==> config.mk <==
export PLATFORM = sky130hd
export DESIGN_NAME = axi4_lite_initiator
export DESIGN_NICKNAME = d
export VERILOG_FILES = /design/src/rtl/axi4_lite_initiator.sv
export SDC_FILE = /design/constraint.sdc
export NUM_CORES = 1
export LEC_CHECK = 0
export CORE_ASPECT_RATIO = 1.75
export CORE_MARGIN = 2
export CORE_UTILIZATION = 38
export CTS_BUF_LIST = sky130_fd_sc_hd__clkbuf_8
export DETAILED_ROUTE_END_ITERATION = 7
export PLACE_DENSITY = 0.75
export SLEW_MARGIN = 20
export SYNTH_ARGS = -nofsm -noshare
export SYNTH_HDL_FRONTEND = slang
export SYNTH_SLANG_ARGS = --single-unit
==> constraint.sdc <==
create_clock -name clk -period 1.7 [get_ports clk]
set_input_delay 0.255 -clock clk [delete_from_list [all_inputs] [get_ports clk]]
set_output_delay 0.255 -clock clk [all_outputs]
set_load 0.03 [all_outputs]
==> src/rtl/axi4_lite_initiator.sv <==
`default_nettype none
// ============================================================================
//  Module      : axi4_lite_initiator
//  Description : Converts one native valid/ready memory request into an
//                AXI4-lite read or write and returns the result. One
//                transaction outstanding; AW and W handshake independently.
//                Optional response watchdog: define AXI_INITIATOR_TIMEOUT_EN.
//  Revision    : 1.0 - initial release
// ============================================================================
module axi4_lite_initiator #(
    parameter int unsigned TIMEOUT_CYCLES = 1024
) (
    input  logic        clk,
    input  logic        resetn,
    input  logic        i_mem_valid,
    input  logic        i_mem_instr,
    input  logic [31:0] i_mem_addr,
    input  logic [31:0] i_mem_wdata,
    input  logic [3:0]  i_mem_wstrb,
    output logic        o_mem_ready,
    output logic [31:0] o_mem_rdata,
    output logic        o_mem_error,
    output logic        o_mem_axi_awvalid,
    input  logic        i_mem_axi_awready,
    output logic [31:0] o_mem_axi_awaddr,
    output logic [2:0]  o_mem_axi_awprot,
    output logic        o_mem_axi_wvalid,
    input  logic        i_mem_axi_wready,
    output logic [31:0] o_mem_axi_wdata,
    output logic [3:0]  o_mem_axi_wstrb,
    input  logic        i_mem_axi_bvalid,
    output logic        o_mem_axi_bready,
    output logic        o_mem_axi_arvalid,
    input  logic        i_mem_axi_arready,
    output logic [31:0] o_mem_axi_araddr,
    output logic [2:0]  o_mem_axi_arprot,
    input  logic        i_mem_axi_rvalid,
    output logic        o_mem_axi_rready,
    input  logic [31:0] i_mem_axi_rdata
);

    typedef enum logic [2:0] {
        S_IDLE  = 3'd0,
        S_RADDR = 3'd1,
        S_RDATA = 3'd2,
        S_WRITE = 3'd3,
        S_WRESP = 3'd4,
        S_DONE  = 3'd5
    } state_t;

    state_t r_state;
    logic   r_aw_done;
    logic   r_w_done;

    logic w_aw_hs;
    logic w_w_hs;
    logic w_b_hs;
    logic w_ar_hs;
    logic w_r_hs;
    logic w_aw_all;
    logic w_w_all;
    logic w_abort;

    // Reject out-of-range watchdog limits at elaboration time.
    generate
        if (TIMEOUT_CYCLES < 2 || TIMEOUT_CYCLES > 65535) begin : g_bad_timeout
            $error("TIMEOUT_CYCLES must be in 2..65535");
        end
    endgenerate

    assign w_aw_hs  = o_mem_axi_awvalid & i_mem_axi_awready;
    assign w_w_hs   = o_mem_axi_wvalid  & i_mem_axi_wready;
    assign w_b_hs   = o_mem_axi_bready  & i_mem_axi_bvalid;
    assign w_ar_hs  = o_mem_axi_arvalid & i_mem_axi_arready;
    assign w_r_hs   = o_mem_axi_rready  & i_mem_axi_rvalid;
    // A write channel counts as finished if it completed earlier or completes now.
    assign w_aw_all = r_aw_done | w_aw_hs;
    assign w_w_all  = r_w_done  | w_w_hs;

    // Write protection is always unprivileged, secure, data.
    assign o_mem_axi_awprot = 3'b000;

`ifdef AXI_INITIATOR_TIMEOUT_EN
    logic [15:0] r_tmo_cnt;
    logic        w_busy;
    logic        w_any_hs;

    assign w_busy   = (r_state == S_RADDR) || (r_state == S_RDATA) ||
                      (r_state == S_WRITE) || (r_state == S_WRESP);
    // Any forward progress in the current state defers the abort.
    assign w_any_hs = ((r_state == S_RADDR) && w_ar_hs) ||
                      ((r_state == S_RDATA) && w_r_hs)  ||
                      ((r_state == S_WRITE) && (w_aw_hs || w_w_hs)) ||
                      ((r_state == S_WRESP) && w_b_hs);
    assign w_abort  = w_busy && !w_any_hs &&
                      (r_tmo_cnt == 16'(TIMEOUT_CYCLES - 1));

    // Watchdog: cleared while idle, counts every busy cycle of a transaction.
    always_ff @(posedge clk) begin
        if (!resetn || r_state == S_IDLE) begin
            r_tmo_cnt <= 16'd0;
        end else if (w_busy) begin
            r_tmo_cnt <= r_tmo_cnt + 16'd1;
        end
    end
`else
    assign w_abort = 1'b0;
`endif

    // Transaction sequencer with registered native and AXI outputs.
    always_ff @(posedge clk) begin
        if (!resetn) begin
            r_state           <= S_IDLE;
            r_aw_done         <= 1'b0;
            r_w_done          <= 1'b0;
            o_mem_ready       <= 1'b0;
            o_mem_rdata       <= 32'd0;
            o_mem_error       <= 1'b0;
            o_mem_axi_awvalid <= 1'b0;
            o_mem_axi_awaddr  <= 32'd0;
            o_mem_axi_wvalid  <= 1'b0;
            o_mem_axi_wdata   <= 32'd0;
            o_mem_axi_wstrb   <= 4'd0;
            o_mem_axi_bready  <= 1'b0;
            o_mem_axi_arvalid <= 1'b0;
            o_mem_axi_araddr  <= 32'd0;
            o_mem_axi_arprot  <= 3'd0;
            o_mem_axi_rready  <= 1'b0;
        end else begin
            o_mem_ready <= 1'b0;
            if (w_abort) begin
                o_mem_axi_awvalid <= 1'b0;
                o_mem_axi_wvalid  <= 1'b0;
                o_mem_axi_bready  <= 1'b0;
                o_mem_axi_arvalid <= 1'b0;
                o_mem_axi_rready  <= 1'b0;
                o_mem_rdata       <= 32'hDEAD_BEEF;
                o_mem_error       <= 1'b1;
                o_mem_ready       <= 1'b1;
                r_state           <= S_DONE;
            end else begin
                case (r_state)
                    S_IDLE: begin
                        o_mem_error <= 1'b0;
                        if (i_mem_valid) begin
                            if (i_mem_wstrb == 4'b0000) begin
                                o_mem_axi_araddr  <= i_mem_addr;
                                o_mem_axi_arprot  <= {i_mem_instr, 2'b00};
                                o_mem_axi_arvalid <= 1'b1;
                                r_state           <= S_RADDR;
                            end else begin
                                o_mem_axi_awaddr  <= i_mem_addr;
                                o_mem_axi_wdata   <= i_mem_wdata;
                                o_mem_axi_wstrb   <= i_mem_wstrb;
                                o_mem_axi_awvalid <= 1'b1;
                                o_mem_axi_wvalid  <= 1'b1;
                                r_aw_done         <= 1'b0;
                                r_w_done          <= 1'b0;
                                r_state           <= S_WRITE;
                            end
                        end
                    end
                    S_RADDR: begin
                        if (w_ar_hs) begin
                            o_mem_axi_arvalid <= 1'b0;
                            o_mem_axi_rready  <= 1'b1;
                            r_state           <= S_RDATA;
                        end
                    end
                    S_RDATA: begin
                        if (w_r_hs) begin
                            o_mem_rdata      <= i_mem_axi_rdata;
                            o_mem_axi_rready <= 1'b0;
                            o_mem_ready      <= 1'b1;
                            r_state          <= S_DONE;
                        end
                    end
                    S_WRITE: begin
                        if (w_aw_hs) begin
                            o_mem_axi_awvalid <= 1'b0;
                            r_aw_done         <= 1'b1;
                        end
                        if (w_w_hs) begin
                            o_mem_axi_wvalid <= 1'b0;
                            r_w_done         <= 1'b1;
                        end
                        if (w_aw_all && w_w_all) begin
                            o_mem_axi_bready <= 1'b1;
                            r_state          <= S_WRESP;
                        end
                    end
                    S_WRESP: begin
                        if (w_b_hs) begin
                            o_mem_axi_bready <= 1'b0;
                            o_mem_ready      <= 1'b1;
                            r_state          <= S_DONE;
                        end
                    end
                    S_DONE: begin
                        r_state <= S_IDLE;
                    end
                    default: begin
                        r_state <= S_IDLE;
                    end
                endcase
            end
        end
    end

endmodule
`default_nettype wire

==> results list, run 1 <==
- Status: finished, final reports clean
- Max-Cap Viols: 0
- CTS root buf: clkbuf_8
- For the worst setup path, the data arrival time is 1.95 ns.
- Final slew viol count: 0
- The most critical setup path has its startpoint at o_mem_axi_rready.
- Fin nets: 1,012
* Cell type with the highest aggregate area in the netlist: dfxtp_1
- After layout, the minimum clock period comes to 1.63 ns.
* Share of the synthesized area in the top cell type: 55.6%
- Via total after detailed routing: 5,218
- Once routing completed, OpenROAD measured the worst setup slack at 0.0684 ns.
- Logic depth of the worst setup path including buffers: 5
- After global routing the overflow that remains totals 0.
- In this run the standard cell core region covers 13,400 um2.
- Setup violations remaining at the end of the flow were counted as 0.
- Post-Syn Area per Cell: 7.97 um2
- Using the TritonRoute via totals, the vias-per-cell ratio works out to 4.79.
- The via count of the first global-routing pass is 5,104.
- Total design power: 9.61 mW
- On the worst path, the slowest cell contributes a delay of 0.69 ns.
- Routed wire length: 16,100 um
- The floorplan has 56 rows.
* Number of buffers inserted by post-CTS setup repair: 0
- The floorplan step set the die width to 92.3 um.
- TritonCTS built the clock tree.
- Aggregate negative setup slack: 0 ns
- The clock tree synthesis step divided the H-tree into 4 levels.
* Max Buffers Root-to-Sink: 2
* Class of the tightest hold or removal check: in2reg
- Power spread over the standard cell area amounts to 1170 nW/um2.
- The slowest stage of the critical path is the or4b_2 cell.
- Cells with a size suffix above 1 make up 7.76% of the layout.
* Most common cell after layout, fill and taps aside: nand2_1
- Counting flops with a built-in enable in the synthesized netlist gives 0.
- # fillers: 1,232
- Along the worst hold path, the cell count comes to 3.
- The signal on the critical path passes through nand2_1 -> or4b_2 -> buf_12 -> nand2_1 -> a21oi_1.
- Worst Path Buf+Inv: 1
- In this run the critical register-to-register path is launched from o_mem_axi_rready.
- The detailed router finished its first iteration with 153 violations.
- In the post-synthesis netlist, the biggest area contributors are dfxtp_1 56%, nand2_1 20%, a21oi_1 14%.
- Start point of the worst hold path: i_mem_wdata[6]
- Max frequency: 613 MHz
- Routed WL per cell: 14.8 um
* Setup CP Type: reg2reg
- Total number of yosys warnings: 0
- On the critical path the largest part of the delay comes from simple AND/OR/NAND/NOR gates.
- Most used cells in the layout excluding fill and tap cells: 273 x nand2_1, 143 x dfxtp_1, 140 x a21oi_1
- The number of different library cells used by synthesis comes to 31.
- Buffers inserted during clock tree synthesis total 17.
- Area added between synthesis and finish: 58.9%
- The repair_antennas step left the layout with diodes totalling 0.
* Required time at the endpoint of the critical path: 2.02 ns
- Hold slack: 0.362 ns
* Kind of start point of the critical path: register
- Clock skew on the completed layout was measured at 0.0101 ns.
* Source-to-sink clock delay at the later pin of the worst-skew pair: 0.43 ns
- The first global-routing pass estimated 24,900 um of wire.
* Maximum net fanout on the critical path: 33
* Worst R2R Path Depth: 5
* Clock transition time at the flip-flop clock pins of the worst setup and hold paths: 0.08 ns
- Number of antenna violations at the first check in global routing: 0
* Cell seen most often among critical-path stages: nand2_1
* DP Wirelength: 11,500 um
- Initial Util: 38.8%
- Share of the clock period used by the worst path after layout: 96.0%
- Height of the chip: 159 um
* Maximum number of pins on one net before global-route repair: 42
- Timing analysis after detailed placement gives a worst setup slack of -0.373 ns.
- Counting flops with an async set or reset pin after synthesis yields a share of 0%.
- Post-synthesis cell count: 651
- Total count of hold-check failures in the final report: 0
- IO buf count: 247
- Sink Count: 144
- Global Route Usage Sum: 21.8%
* Final GP Congestion: 0.802
* Number of routed nets with antenna violations: 0
- Router iterations before antenna repair: 4
- Die footprint: 14,600 um2
* Worst ir drop on vdd: 0.000627 V
- Summed over all cells, the static leakage comes to 3.59 nW.
- The mapped netlist covers 5190 um2.
* Leading register cell type out of synthesis: dfxtp_1
* CP endpoint kind: register
- After detailed routing, the number of remaining DRC violations is 0.
* Portion of the post-synthesis area used by sequential elements: 55.6%
* Number of flip-flops and latches in the synthesized netlist: 144
- 254 I/O pins were placed.
## final timing paths
check | endpoint | slack, ns
max | o_mem_rdata[29] | 0.07
min | o_mem_axi_wdata[6] | 0.36
max reg2reg | o_mem_rdata[29] | 0.07
min reg2reg | o_mem_rdata[18] | 0.45
## routing by layer
layer | GRT usage (%) | part of all wire, % | vias up | routed length (um)
met2 | 40.4 | 54 | 198 | 8700
met3 | 6.06 | 6.2 | 37 | 1000
li1 | - | - | 2607 | -
met5 | 0 | 0 | - | 0
met4 | 11.5 | 3.9 | 0 | 629
met1 | 21.8 | 36 | 2376 | 5800
## cells by family (layout without fill, tap and decap cells)
| kind of cell | after synthesis | after routing | share of synthesized area [%] |
|---|---|---|---|
| AOI/OAI and AO/OA | 152 | 152 | 15.2 |
| buffers and inverters | 54 | 313 | 5.88 |
| DFF | 144 | 144 | 55.6 |
| muxes | 1 | 1 | 0.193 |
| other | 1 | 6 | 0.0723 |
| and+or+nand+nor | 299 | 299 | 23.1 |
## worst register-to-register path: stages, from the launching register on
cell	delay (ns)
dfxtp_4	0.36
nand2_1	0.09
or4b_2	0.69
buf_12	0.20
nand2_1	0.09
a21oi_1	0.08
## power breakdown
group          leakage, nW  internal [mW]  switching [mW]
Sequential            1.17           3.71           0.192
Clock                0.212           1.60            1.31
Combinational         2.21           1.08            1.72
## layout make-up
type	instances	area [um2]	share of cell area (%)
clock buffers	17	234	2.84
clock inverters	14	190	2.31
inverters	1	6.26	0.0759
multi-input cells	458	2040	24.7
flip-flops and latches	144	2890	35.0
well taps	174	218	2.64
repair buffers	281	2670	32.4
## stage by stage
stage / instance area (um2) / utilization [%] / instances
6_report: 8240 / 61.6 / 1089
5_1_grt: 8240 / 61.6 / 1089
4_1_cts: 8210 / 61.4 / 1088
3_5_place_dp: 7960 / 59.5 / 1057
3_3_place_gp: 7960 / 59.5 / 1057
2_1_floorplan: 5210 / - / 656
## timing repair
action                     in CTS  in global routing
gates resized for setup       139                  2
hold buffers                    0                  0
setup endpoints to repair     139                 33
gates cloned                    0                  1
## cells in the mapped netlist (all sizes together) (2+ instances only)
cell and n:
nor4b 2, clkbuf 23, a32oi 2, buf 30
nand3b 2, nand2 274, dfxtp 144, nor2 8
and2 2, nand3 4, a21oi 140, o21ai 4
## flip-flops by register name (all words and copies together), names as in the netlist
| name | cells |
|---|---|
| o_mem_ready | 1 |
| o_mem_axi_wstrb | 4 |
| o_mem_axi_wvalid | 1 |
| r_w_done | 1 |
| o_mem_axi_araddr | 32 |
| o_mem_axi_bready | 1 |
| o_mem_axi_awaddr | 32 |
| o_mem_rdata | 32 |
| o_mem_axi_wdata | 32 |
| o_mem_axi_rready | 1 |
| o_mem_axi_awvalid | 1 |
| o_mem_axi_arprot | 1 |
| r_aw_done | 1 |
| o_mem_axi_arvalid | 1 |
| r_state | 3 |
No activity file was read; power rests on OpenSTA's default activity.
==> run 2: changes to the inputs <==
--- a/config.mk
+++ b/config.mk
@@ -6,7 +6,7 @@
 export NUM_CORES = 1
 export LEC_CHECK = 0
 export CORE_ASPECT_RATIO = 1.75
-export CORE_MARGIN = 2
+export CORE_MARGIN = 3
 export CORE_UTILIZATION = 38
 export CTS_BUF_LIST = sky130_fd_sc_hd__clkbuf_8
 export DETAILED_ROUTE_END_ITERATION = 7
==> results list, run 2 (same netlist as run 1, synthesis figures left out) <==
* Routed WL per cell: 14.7 um (-0.68%)
* Minimum setup slack after placement: -0.414 ns (-0.0414 ns)
- Via total after detailed routing: 5,180 (-0.73%)
* Final Util: 62.7% (+1.1 points)
* Sink Count: 144 (unchanged)
* Worst setup slack after layout: 0.0973 ns (+0.0289 ns)
- Class of the tightest hold or removal check: in2reg
- The die width was 94.3 um (+2.2%).
* Cell Chain, Critical Path: nand2_1 -> or4b_2 -> buf_12 -> nand2_1 -> a21oi_1
- Site row count: 55 (-1.8%)
- The maximum achievable frequency is 624 MHz (+1.8%).
- Setup repair after global routing left no endpoint under its margin.
- Hold buffer count at cts: 0 (unchanged)
- Layout cell share with drive strength beyond 1: 8.26% (+0.50 points)
- Source-to-sink clock delay at the later pin of the worst-skew pair: 0.43 ns (about the same)
- Clock buffers created by TritonCTS: 17 (unchanged)
* IO buf count: 247 (unchanged)
- The pin count of the biggest net entering global routing is 36 (-14%).
- Fin nets: 1,017 (+0.49%)
- The startpoint identified for the worst hold timing path is i_mem_wdata[16].
- The final setup skew was 0.0143 ns (+0.00421 ns).
- Maximum net fanout on the critical path: 27 (-18%)
- The static leakage was 3.60 nW (+0.28%).
- Initial Util: 39.5% (+0.70 points)
* Power per standard cell area: 1130 nW/um2 (-3.2%)
- Cell seen most often among critical-path stages: nand2_1
- TritonCTS clock tree: yes
* Final slew viol count: 0 (unchanged)
- The largest vdd supply drop came to 0.000696 V (+11%).
* Area added between synthesis and finish: 58.8%
- The buffer and inverter count on the worst path is 1 (unchanged).
- Among all stages on the critical path, the largest delay is contributed by or4b_2.
- The wire length of the first global-routing pass is 25,600 um (+2.6%).
- Top routing layer in use: met4
- Vias per Instance: 4.75 (-0.91%)
- Htree depth: 4 (unchanged)
* Hold Path Sink: o_mem_axi_wdata[16]
- Vias in the first global route: 4,984 (-2.4%)
* Net switching component of the power: 3.20 mW (-0.58%)
- CTS root buf: clkbuf_8
* Post-detailed-route DRC marker count: 0 (unchanged)
* Share of total power in the clock network: 27.9% (-2.3 points)
- Max-Cap Viols: 0 (unchanged)
- The initial antenna violation count came to 0 (unchanged).
- The area of the die came to 15,100 um2 (+3.5%).
- Wire length on met1: 5830 um (+0.55%)
- Internal power summed over all cells: 6.09 mW (-4.7%)
- Data arrival time of the critical path: 1.90 ns (-0.05 ns)
- The share of total power consumed by net switching is 34.4% (+0.95 points).
- The remaining global-route overflow was 0 (unchanged).
* Required time at the endpoint of the critical path: 2.00 ns (-0.02 ns)
- The wire length after detailed routing is 16,000 um (-0.50%).
- The final count of hold timing violations came to 0 (unchanged).
- CP endpoint kind: register
- Global Route Usage Sum: 21.4% (-0.34 points)
* Number of antenna cells inserted: 0 (unchanged)
- DP Wirelength: 11,900 um (+3.3%)
- The kind of cell with the highest combined delay along the critical path is simple AND/OR/NAND/NOR gates.
* Slack of the worst reg-to-reg path: 0.1 ns (+0.03 ns)
- The met3 wire length was 1170 um (+17%).
* Max Buffers Root-to-Sink: 2 (unchanged)
- Post-layout min period: 1.60 ns (-0.0289 ns)
- The count of antenna-violating nets left after detailed routing came to 0 (unchanged).
- The worst setup path is of the reg2reg kind.
- Worst R2R Path Depth: 5 (unchanged)
- Final GP Congestion: 0.812 (+1.2%)
- The combinational fraction of design power came to 30.2% (+1.0 points).
- The non-filler instance count after layout was 1,091 (+0.18%).
- The library cell used most frequently in the layout, excluding fill and tap cells, is nand2_1.
* Number of placed instances, taps included: 1,060 (+0.28%)
- The number of top-level pins came to 254 (unchanged).
- The flow ran to the end, and the final reports show no timing, DRC or antenna violations.
* Hold slack: 0.362 ns (+0.000564 ns)
- The largest stage delay on the critical path is 0.71 ns (+0.02 ns).
* Share of the clock period used by the worst path after layout: 94.3% (-1.7 points)
* Worst R2R End: o_mem_rdata[26]
* Most used cells in the layout excluding fill and tap cells: 273 x nand2_1, 143 x dfxtp_1, 140 x a21oi_1
* Critical register-to-register path startpoint: o_mem_axi_rready
- Detail Route met2 WL: 8540 um (-1.9%)
* # setup viols final: 0 (unchanged)
- Number of stages on the worst hold path: 3 (unchanged)
* Share of total power in sequential cells: 41.8% (+1.2 points)
- Clock transition time at the flip-flop clock pins of the worst setup and hold paths: 0.09 ns (about the same)
* Router iterations before antenna repair: 4 (unchanged)
- Number of violations reported at the end of detailed-routing iteration 0: 147 (-3.9%)
- Aggregate negative setup slack: 0 ns (unchanged)
- Area of the core: 13,100 um2 (-1.8%)
* Height of the chip: 161 um (+1.3%)
* Kind of start point of the critical path: register
run 2: cell count changes in the layout (fill, tap and decap cells not counted), moves of 2 or more:
cell / change
clkinvlp_4: +2
buf_12: +2
bufinv_16: -2
buf_4: +4
clkinv_2: +2
inv_6: -2
run 2: per-layer routing:
metal	up-vias	GRT usage, %
li1	2619	-
met1	2333	22.5
met2	195	38.8
met3	33	6.23
met4	0	9.07
met5	-	0
run 2: final cells by class:
cell class	instances	area, um2
clock inverters	14	143
well taps	171	214
inverters	1	6.26
multi-input cells	458	2030
clock buffers	17	234
repair buffers	286	2720
fillers	1230	4910
flip-flops and latches	144	2890
run 2: power groups by stage:
stage               registers, mW  logic [mW]  clock network (mW)
finish                       3.89        2.81                2.60
global route                 3.93        3.03                2.83
global placement             3.96        3.00                   0
CTS                          3.89        2.82                2.66
floorplan                    4.56        1.08                   0
detailed placement           3.98        3.03                   0
run 2: worst min-delay path: stages:
cell	delay, ns
clkdlybuf4s50_1	0.40
nand2_1	0.05
a21oi_1	0.05
run 2: worst max path at each step:
stage / startpoint / endpoint / cells after the start
2_1_floorplan: o_mem_axi_rready / o_mem_rdata[0] / 6
3_3_place_gp: i_mem_wstrb[0] / o_mem_axi_wdata[13] / 6
4_1_cts: o_mem_ready / o_mem_ready / 1
3_5_place_dp: i_mem_wstrb[0] / o_mem_axi_wdata[4] / 6
5_1_grt: i_mem_wstrb[0] / o_mem_axi_araddr[7] / 8
6_report: o_mem_axi_rready / o_mem_rdata[26] / 5
run 2: stage by stage:
stage	power, mW	instance area [um2]
final	9.29	8240
after global routing	9.78	8240
after CTS	9.37	8230
after detailed placement	7.01	8030
after global placement	6.97	8030
after floorplan	5.64	5210
run 2: timing repair:
| item | 4_1_cts | 5_1_grt |
|---|---|---|
| buffers inserted | 0 | 0 |
| pin swaps | 0 | 1 |
| resized for setup | 138 | 2 |
| endpoints found under the hold margin | 0 | 0 |
| endpoints found under the setup margin | 138 | 4 |
==> run 3: changes to the inputs <==
--- a/config.mk
+++ b/config.mk
@@ -9,8 +9,9 @@
 export CORE_MARGIN = 3
 export CORE_UTILIZATION = 38
 export CTS_BUF_LIST = sky130_fd_sc_hd__clkbuf_8
+export CTS_CLUSTER_DIAMETER = 120
 export DETAILED_ROUTE_END_ITERATION = 7
-export PLACE_DENSITY = 0.75
+export PLACE_DENSITY_LB_ADDON = 0.15
 export SLEW_MARGIN = 20
 export SYNTH_ARGS = -nofsm -noshare
 export SYNTH_HDL_FRONTEND = slang
==> results list, run 3 (same netlist as run 1, synthesis figures left out) <==
- The largest stage delay on the critical path was 0.61 ns (-0.10 ns).
- The library cell used most frequently in the layout, excluding fill and tap cells, is nand2_1.
* Die footprint: 15,100 um2 (unchanged)
* Htree depth: 4 (unchanged)
- Routed wire length: 16,300 um (+1.5%)
* Initial Util: 39.5% (unchanged)
- Maximum number of pins on one net before global-route repair: 48 (+33%)
- Area occupied by registers: 2890 um2 (unchanged)
- Walking the worst path, the cells encountered are clkdlybuf4s50_1 -> or4_1 -> and2_2 -> buf_12 -> o21ai_0 -> nor2_1.
- CTS root buf: clkbuf_8
* Aggregate negative setup slack: 0 ns (unchanged)
- Kind of cell adding the most delay to the critical path: simple AND/OR/NAND/NOR gates
* Router iterations before antenna repair: 4 (unchanged)
- Total I/O pin count: 254 (unchanged)
- Skew final: 0.0134 ns (-0.000913 ns)
- The number of hold buffers added after cts came to 0 (unchanged).
* Number of antenna cells inserted: 0 (unchanged)
* Max Buffers Root-to-Sink: 2 (unchanged)
- Total count of hold-check failures in the final report: 0 (unchanged)
* Cell with the biggest individual delay on the critical path: or4_1
* Clock transition time at the flip-flop clock pins of the worst setup and hold paths: 0.09 ns (about the same)
- Worst ir drop on vdd: 0.000639 V (-8.3%)
- Area of combinational cells with multiple inputs: 2040 um2 (+0.25%)
* Via total after detailed routing: 5,204 (+0.46%)
- Worst setup slack after layout: 0.0317 ns (-0.0656 ns)
- Unrepaired setup endpoints after global routing: false
- The maximum achievable frequency is 599 MHz (-3.9%).
* IO buf count: 247 (unchanged)
- DP Wirelength: 12,100 um (+1.1%)
- Global Route Usage Sum: 21.5% (+0.070 points)
* Kind of start point of the critical path: primary input
- The fill cell total of the finished layout is 1,244 (+1.1%).
- The initial DRC count came to 184 (+25%).
* Sink Count: 144 (unchanged)
- Fin nets: 1,007 (-0.98%)
- The area of the core was 13,100 um2 (unchanged).
- The endpoint required time on the critical path was 2.02 ns (+0.02 ns).
* Max-Cap Viols: 0 (unchanged)
* Data arrival time of the critical path: 1.99 ns (+0.09 ns)
- In this run the worst hold path is classified as in2reg.
* Minimum setup slack after placement: -0.396 ns (+0.0177 ns)
- Number of antenna violations at the first check in global routing: 0 (unchanged)
- The remaining global-route overflow is 0 (unchanged).
- Height of the chip: 161 um (unchanged)
* Worst Path Buf+Inv: 2 (+1)
- Vias in the first global route: 5,228 (+4.9%)
- The number of standard-cell rows in the floorplan is 55 (unchanged).
- Status: finished, final reports clean
* Post-layout min period: 1.67 ns (+0.0656 ns)
* Share of the clock period used by the worst path after layout: 98.1% (+3.9 points)
- The die width is 94.3 um (unchanged).
- Power per standard cell area: 1140 nW/um2 (+1.4%)
- Static Leakage: 3.54 nW (-1.7%)
- TritonCTS built the clock tree.
- Maximum net fanout on the critical path: 34 (+26%)
- The wire length of the first global-routing pass was 25,600 um (about the same).
- Layout cell share with drive strength beyond 1: 7.46% (-0.80 points)
- The CTS buffer count came to 17 (unchanged).
- Setup CP Type: in2reg
- Total design power: 9.33 mW (+0.47%)
- CP endpoint kind: register
- Final GP Congestion: 0.798 (-1.6%)
- Most used cells in the layout excluding fill and tap cells: 273 x nand2_1, 143 x dfxtp_1, 140 x a21oi_1
- Post-detailed-route DRC marker count: 0 (unchanged)
- Vias per Instance: 4.81 (+1.3%)
* Routed WL per cell: 15.0 um (+2.3%)
- Number of routed nets with antenna violations: 0 (unchanged)
* Final slew viol count: 0 (unchanged)
* Source-to-sink clock delay at the later pin of the worst-skew pair: 0.44 ns (about the same)
- The setup-violating endpoint count in the final report was 0 (unchanged).
* Area added between synthesis and finish: 57.4%
[run 3: stage by stage]
step / utilization (%) / std cells / area [um2] / hold WS (ns)
global placement: 60.3 / 1050 / 7930 / 0.442
floorplan: - / 656 / 5210 / 0.364
global route: 62.1 / 1082 / 8160 / 0.331
CTS: 62.1 / 1082 / 8160 / 0.327
detailed placement: 60.3 / 1050 / 7930 / 0.445
finish: 62.1 / 1082 / 8160 / 0.362
[run 3: worst paths after layout]
kind	endpoint	from	cells after the start	slack [ns]
max	o_mem_axi_wvalid	i_mem_wstrb[3]	6	0.03
min	o_mem_rdata[16]	i_mem_axi_rdata[16]	3	0.36
max reg2reg	o_mem_rdata[8]	o_mem_axi_rready	5	0.05
min reg2reg	o_mem_axi_wdata[6]	o_mem_axi_wdata[6]	2	0.45
[run 3: what timing repair did]
item                       4_1_cts  5_1_grt
setup endpoints to repair      139        2
gates resized for setup        139        1
buffers inserted                 0        0
[run 3: area by class of cell]
type,instances,share of cell area (%)
Clock inverter,14,1.90
Multi-Input combinational cell,458,25.0
Inverter,1,0.0766
Sequential cell,144,35.4
Clock buffer,18,3.03
Timing Repair Buffer,276,32.1
Tap cell,171,2.62
[run 3: report_power, final]
group          total [mW]  internal [mW]  switching, mW
Sequential           3.91           3.71          0.201
Clock                2.73           1.36           1.37
Combinational        2.69           1.01           1.68
[run 3: worst register-to-register path, stage by stage, from the launching register on]
cell,delay (ns)
dfxtp_4,0.36
nand2_1,0.09
or4b_2,0.67
buf_4,0.24
nand2_1,0.11
a21oi_1,0.07
[run 3: layer usage]
layer | GRT usage [%] | vias to the layer above | share of wire (%)
li1 | - | 2594 | -
met1 | 21.4 | 2368 | 35
met2 | 39.0 | 200 | 53
met3 | 6.70 | 42 | 7.7
met4 | 10.8 | 0 | 3.8
met5 | 0 | - | 0
